`config.mk`:
```
export PLATFORM = sky130hd
export DESIGN_NAME = segmented_add_controller
export DESIGN_NICKNAME = d
export VERILOG_FILES = /design/src/rtl/segmented_add_controller_pkg.sv /design/src/rtl/segmented_add_controller_add_slice.sv /design/src/rtl/segmented_add_controller.sv
export SDC_FILE = /design/constraint.sdc
export NUM_CORES = 1
export LEC_CHECK = 0
export CELL_PAD_IN_SITES_DETAIL_PLACEMENT = 0
export CELL_PAD_IN_SITES_GLOBAL_PLACEMENT = 1
export CORE_UTILIZATION = 30
export CTS_CLUSTER_DIAMETER = 120
export DETAILED_ROUTE_END_ITERATION = 12
export PLACE_DENSITY_LB_ADDON = 0.2
export SKIP_LAST_GASP = 1
export SLEW_MARGIN = 15
export SYNTH_ARGS = -nofsm -noshare
export SYNTH_HDL_FRONTEND = slang
export SYNTH_HIERARCHICAL = 1
export SYNTH_SLANG_ARGS = --single-unit
```
`constraint.sdc`:
```
create_clock -name clk -period 8.6 [get_ports clk]
set_clock_uncertainty 0.15 [all_clocks]
set_input_delay 1.72 -clock clk [delete_from_list [all_inputs] [get_ports clk]]
set_output_delay 1.72 -clock clk [all_outputs]
set_load 0.02 [all_outputs]
```
`src/rtl/segmented_add_controller_pkg.sv`:
```
`default_nettype none
// ============================================================================
// Module   : segmented_add_controller_pkg
// Purpose  : Shared definitions for the segmented adder controller.
//            Provides the FSM state encoding, the default operand and slice
//            widths, and a helper that returns the slice count S = N/W.
// Revision : 1.0 - initial release
// ============================================================================
package segmented_add_controller_pkg;

    // FSM state encoding
    localparam logic [1:0] IDLE = 2'd0;
    localparam logic [1:0] RUN  = 2'd1;
    localparam logic [1:0] DONE = 2'd2;

    // Default operand width and adder slice width
    localparam int DEFAULT_N = 32;
    localparam int DEFAULT_W = 8;

    // Number of W-bit slices needed to cover an N-bit operand
    function automatic int num_slices(input int n, input int w);
        return n / w;
    endfunction

endpackage
`default_nettype wire

```
`src/rtl/segmented_add_controller_add_slice.sv`:
```
`default_nettype none
// ============================================================================
// Module   : add_slice
// Purpose  : W-bit ripple-carry adder slice.
// Ports    : a, b      - W-bit addends
//            ci        - carry into bit 0
//            s         - W-bit sum
//            co        - carry out of bit W-1
//            c_msb_in  - carry into bit W-1 (used for signed overflow)
// Revision : 1.0 - initial release
// ============================================================================
module add_slice #(
    parameter int W = 8
) (
    input  logic [W-1:0] a,
    input  logic [W-1:0] b,
    input  logic         ci,
    output logic [W-1:0] s,
    output logic         co,
    output logic         c_msb_in
);

    // c[i] is the carry into bit i; c[W] is the carry out of the slice
    logic [W:0] c;

    assign c[0] = ci;

    for (genvar i = 0; i < W; i++) begin : g_bit
        assign s[i]   = a[i] ^ b[i] ^ c[i];
        assign c[i+1] = (a[i] & b[i]) | (c[i] & (a[i] ^ b[i]));
    end

    assign co       = c[W];
    assign c_msb_in = c[W-1];

endmodule
`default_nettype wire

```
`src/rtl/segmented_add_controller.sv`:
```
`default_nettype none
// ============================================================================
// Module   : segmented_add_controller
// Purpose  : Multi-cycle N-bit signed adder that reuses one W-bit slice,
//            processing the least-significant slice first and carrying
//            between slices through a register. Framed by start/busy/done.
// Ports    : clk, rst (sync, active-high)
//            start        - request; A/B/Cin (and Sub) sampled on acceptance
//            A, B, Cin    - operands and carry-in
//            Sub          - optional: 1 computes A-B (SEGMENTED_ADD_SUB_EN)
//            busy         - high while slices are being processed
//            done         - one-cycle pulse when results are valid
//            Sum, Cout, Overflow - registered results
// Config   : define SEGMENTED_ADD_SUB_EN to add the Sub port (A-B support)
// Revision : 1.0 - initial release
// ============================================================================
module segmented_add_controller
    import segmented_add_controller_pkg::*;
#(
    parameter int N = DEFAULT_N,
    parameter int W = DEFAULT_W
) (
    input  logic         clk,
    input  logic         rst,
    input  logic         start,
    input  logic [N-1:0] A,
    input  logic [N-1:0] B,
    input  logic         Cin,
`ifdef SEGMENTED_ADD_SUB_EN
    input  logic         Sub,
`endif
    output logic         busy,
    output logic         done,
    output logic [N-1:0] Sum,
    output logic         Cout,
    output logic         Overflow
);

    localparam int S  = num_slices(N, W);
    localparam int KW = (S > 1) ? $clog2(S) : 1;
    localparam logic [KW-1:0] LAST_SLICE = KW'(S - 1);

    logic [1:0]    state;
    logic [N-1:0]  a_op;
    logic [N-1:0]  b_op;
    logic          carry;
    logic [KW-1:0] slice_idx;

    // Effective operands at acceptance; subtraction is A + ~B + 1
    logic [N-1:0]  b_eff;
    logic          c_init;

`ifdef SEGMENTED_ADD_SUB_EN
    always_comb begin
        b_eff  = Sub ? ~B : B;
        c_init = Sub ? 1'b1 : Cin;
    end
`else
    always_comb begin
        b_eff  = B;
        c_init = Cin;
    end
`endif

    logic [W-1:0] slice_a;
    logic [W-1:0] slice_b;
    logic [W-1:0] slice_s;
    logic         slice_co;
    logic         slice_c_msb;

    assign slice_a = a_op[int'(slice_idx) * W +: W];
    assign slice_b = b_op[int'(slice_idx) * W +: W];

    add_slice #(
        .W (W)
    ) u_add_slice (
        .a        (slice_a),
        .b        (slice_b),
        .ci       (carry),
        .s        (slice_s),
        .co       (slice_co),
        .c_msb_in (slice_c_msb)
    );

    // busy/done decode directly from state so they follow reset and abort
    assign busy = (state == RUN);
    assign done = (state == DONE);

    always_ff @(posedge clk) begin
        if (rst) begin
            state     <= IDLE;
            a_op      <= '0;
            b_op      <= '0;
            carry     <= 1'b0;
            slice_idx <= '0;
            Sum       <= '0;
            Cout      <= 1'b0;
            Overflow  <= 1'b0;
        end else begin
            case (state)
                // DONE accepts a new start exactly like IDLE (back-to-back)
                IDLE, DONE: begin
                    if (start) begin
                        a_op      <= A;
                        b_op      <= b_eff;
                        carry     <= c_init;
                        slice_idx <= '0;
                        state     <= RUN;
                    end else begin
                        state     <= IDLE;
                    end
                end
                RUN: begin
                    Sum[int'(slice_idx) * W +: W] <= slice_s;
                    carry     <= slice_co;
                    slice_idx <= slice_idx + 1'b1;
                    if (slice_idx == LAST_SLICE) begin
                        // Slice MSB is bit N-1 of the full sum
                        Cout     <= slice_co;
                        Overflow <= slice_c_msb ^ slice_co;
                        state    <= DONE;
                    end
                end
                default: state <= IDLE;
            endcase
        end
    end

endmodule
`default_nettype wire

```
==> impl_metrics.yaml <==
cts:
  cts_root_buf: "clkbuf_16"
  cts-buffers-inserted: 9
  clkTransAtPathRegs_ns: 0.07
  clkLatencyLatePin_ns: 0.34
  post_cts_resized: 0
  cts_max_level: 3
  cts_buffer_depth: 2
  cts.sinks: 103
  cts_setup_buffers: 0
  tritoncts: "done"
  holdBufCountCts: 0
floorplanning:
  boundaryPins: 104
  rows: 43
  die_area_um2: 14800
  core_um2: 13900
  die-height_um: 122
  initial_utilization: 0.309
  fp.dieW_um: 122
timing:
  min_period_ns: 4.96
  setup_viol_count_final: 0
  max_freq_mhz: 202
  worst_slew_pin_slew_ns: 0.955
  fin_crit_sh: 0.576
  grt_setup_unrepaired: "no"
  tns_ns: 0
  drv_slew: 0
  hold_viol: 0
  relSlewSlack: 0.363
yosys:
  syn_area_um2: 4310
  synth.distinct_cells: 31
  synth_edf_count: 0
  ys_seq_area_frac: 0.479
  synth_nets: 550
  ys_seq_elements: 103
  synth_warnings: 6
  synthFlopType: "dfxtp_1"
  synth-async-reset-ratio: 0
  syn_inst: 469
  synth.avg_cell_area_um2: 9.18
layout:
  register_area_um2: 2060
  fin_util: 0.409
  layout.nets: 635
  area_growth_pct: 32.5
  num-fill-cells: 1406
  multi_input_area_um2: 2030
  final_area_um2: 5710
  n_antenna_cell: 0
  drive_gt1_frac: 0.0789
grt:
  grt_use_met3: 0.0281
  grt_antenna_before_repair: 0
  grt_util_met1: 0.199
  grt-busiest-layer: "met2"
  grt_max_degree: 92
  met2_usage: 0.272
  grt_overflow_total: 0
  grt_first_pass_wirelength_mm: 17.9
  grt_pass1_vias: 3564
  grt_util_all_layers: 0.157
setup_path:
  cp.arrival_ns: 5.06
  worstSetupStartpointType: "flop"
  crit_path_cell_trace: "mux4_2, fa_1, inv_1, fa_1, inv_1, fa_1, fa_1, fa_1, fa_1, inv_1, fa_1, inv_1, fa_1, nand3_1, a21oi_1"
  crit_path_max_fanout: 20
  cp_slowest_cell: "dfxtp_1"
  path_class: "reg2reg"
  slowest_delay_ns: 0.90
  crit_top_cell: "fa_1"
  critPathCaptureType: "flop"
  crit_required_ns: 8.70
routing:
  wl_per_cell_um: 14.9
  first_iter_violations: 209
  dr.pass1.iters: 4
  drc: 0
  drt_wl_total_mm: 11.0
  ant_nets: 0
  num_vias: 3520
  vias_per_cell: 4.77
run_status:
  status: "completed"
power:
  power.density_nw_per_um2: 184
  peakVddDrop_uv: 105
  leakage_nw: 2.06
  total_power_w: 0.00105
place:
  dpl.hpwl_mm: 8.21
  numPortBuffers: 103
  dpl-instance-area_um2: 5430
  gp_congestion: 0.782
hold_path:
  worstHoldPathType: "reg2reg"
run:
  drv_cap: 0
## layer usage
layer | vias up | share of wire
met5 | - | 0
met4 | 0 | 0.011
met3 | 13 | 0.037
met2 | 75 | 0.50
met1 | 1670 | 0.45
li1 | 1762 | -
## final timing paths
| check | from | end | slack [ns] | depth (start not counted) |
|---|---|---|---|---|
| max | slice_idx[1]$_SDFFE_PP0P_ | Sum[7]$_SDFFE_PP0P_ | 3.64 | 15 |
| min | a_op[29]$_SDFFE_PP0P_ | a_op[29]$_SDFFE_PP0P_ | 0.30 | 2 |
| max reg2reg | slice_idx[1]$_SDFFE_PP0P_ | Sum[7]$_SDFFE_PP0P_ | 3.64 | 15 |
| min reg2reg | a_op[29]$_SDFFE_PP0P_ | a_op[29]$_SDFFE_PP0P_ | 0.30 | 2 |
## layout make-up
| type | instances | area share |
|---|---|---|
| Clock buffer | 10 | 0.0419 |
| Inverter | 13 | 0.00855 |
| Sequential cell | 103 | 0.361 |
| Multi-Input combinational cell | 320 | 0.356 |
| Clock inverter | 5 | 0.00724 |
| Timing Repair Buffer | 107 | 0.185 |
| Tap cell | 180 | 0.0395 |
## registers in the layout (all words and copies together) (netlist names)
name       cells
a_op          32
Sum           32
Cout           1
state          2
Overflow       1
b_op          32
carry          1
slice_idx      2
## stage by stage
stage,setup WS (ns),hold WS (ns),instances
3_5_place_dp,3.67,0.297,723
6_report,3.64,0.304,738
3_3_place_gp,3.78,0.293,723
2_1_floorplan,3.99,0.282,469
5_1_grt,3.34,0.324,738
4_1_cts,3.65,0.307,738
## cell usage in the layout, fill, tap and decap left out, drive strengths merged
cell type,Yosys,final
xnor2,1,1
mux4,16,16
nand2b,2,2
nand3,18,18
inv,13,15
nor2,4,4
a311oi,1,1
nand2,150,150
and3b,2,2
clkinv,0,1
nor4,2,2
nor4b,1,1
nand4bb,1,1
nor3b,1,1
buf,24,5
a211oi,1,1
clkinvlp,0,2
nand3b,2,2
nor2b,2,2
a22o,16,16
o21a,1,1
clkdlybuf4s50,0,102
nand4b,1,1
fa,8,8
dfxtp,103,103
ha,5,5
clkbuf,9,10
a21oi,85,85
## power breakdown
part           switching (W)  leakage [nW]  internal, W
sequential         0.0000147         0.841     0.000498
combinational      0.0000810          1.08    0.0000691
clock               0.000179         0.132     0.000205
## cells in the mapped netlist, types with 3 or more instances
library cell / n / area [um2]
a21oi_1: 83 / 415
a22o_1: 16 / 140
buf_1: 3 / 11.3
buf_2: 15 / 75.1
buf_4: 4 / 30.0
clkbuf_1: 9 / 33.8
dfxtp_1: 103 / 2060
fa_1: 8 / 160
ha_1: 5 / 62.6
inv_1: 12 / 45.0
mux4_2: 15 / 338
nand2_1: 150 / 563
nand3_1: 18 / 90.1
nor2_1: 4 / 15.0
## critical path, delay by kind of cell (launching register included)
kind,cells,cell delay (ns)
adders and majority gates,8,2.87
buffers and inverters,4,0.28
and+or+nand+nor,1,0.09
muxes,1,0.44
DFF,1,0.90
AOI/OAI and AO/OA,1,0.14
## logic make-up after synthesis
family                     Yosys count  synth area share
AOI/OAI and AO/OA                  104             0.139
xor gates and xnor gates             1           0.00203
adders and majority gates           13            0.0517
buffers and inverters               46            0.0514
DFF                                103             0.479
muxes                               16            0.0845
and+or+nand+nor                    186             0.193
Note: power is estimated with default switching activity, not from simulation.
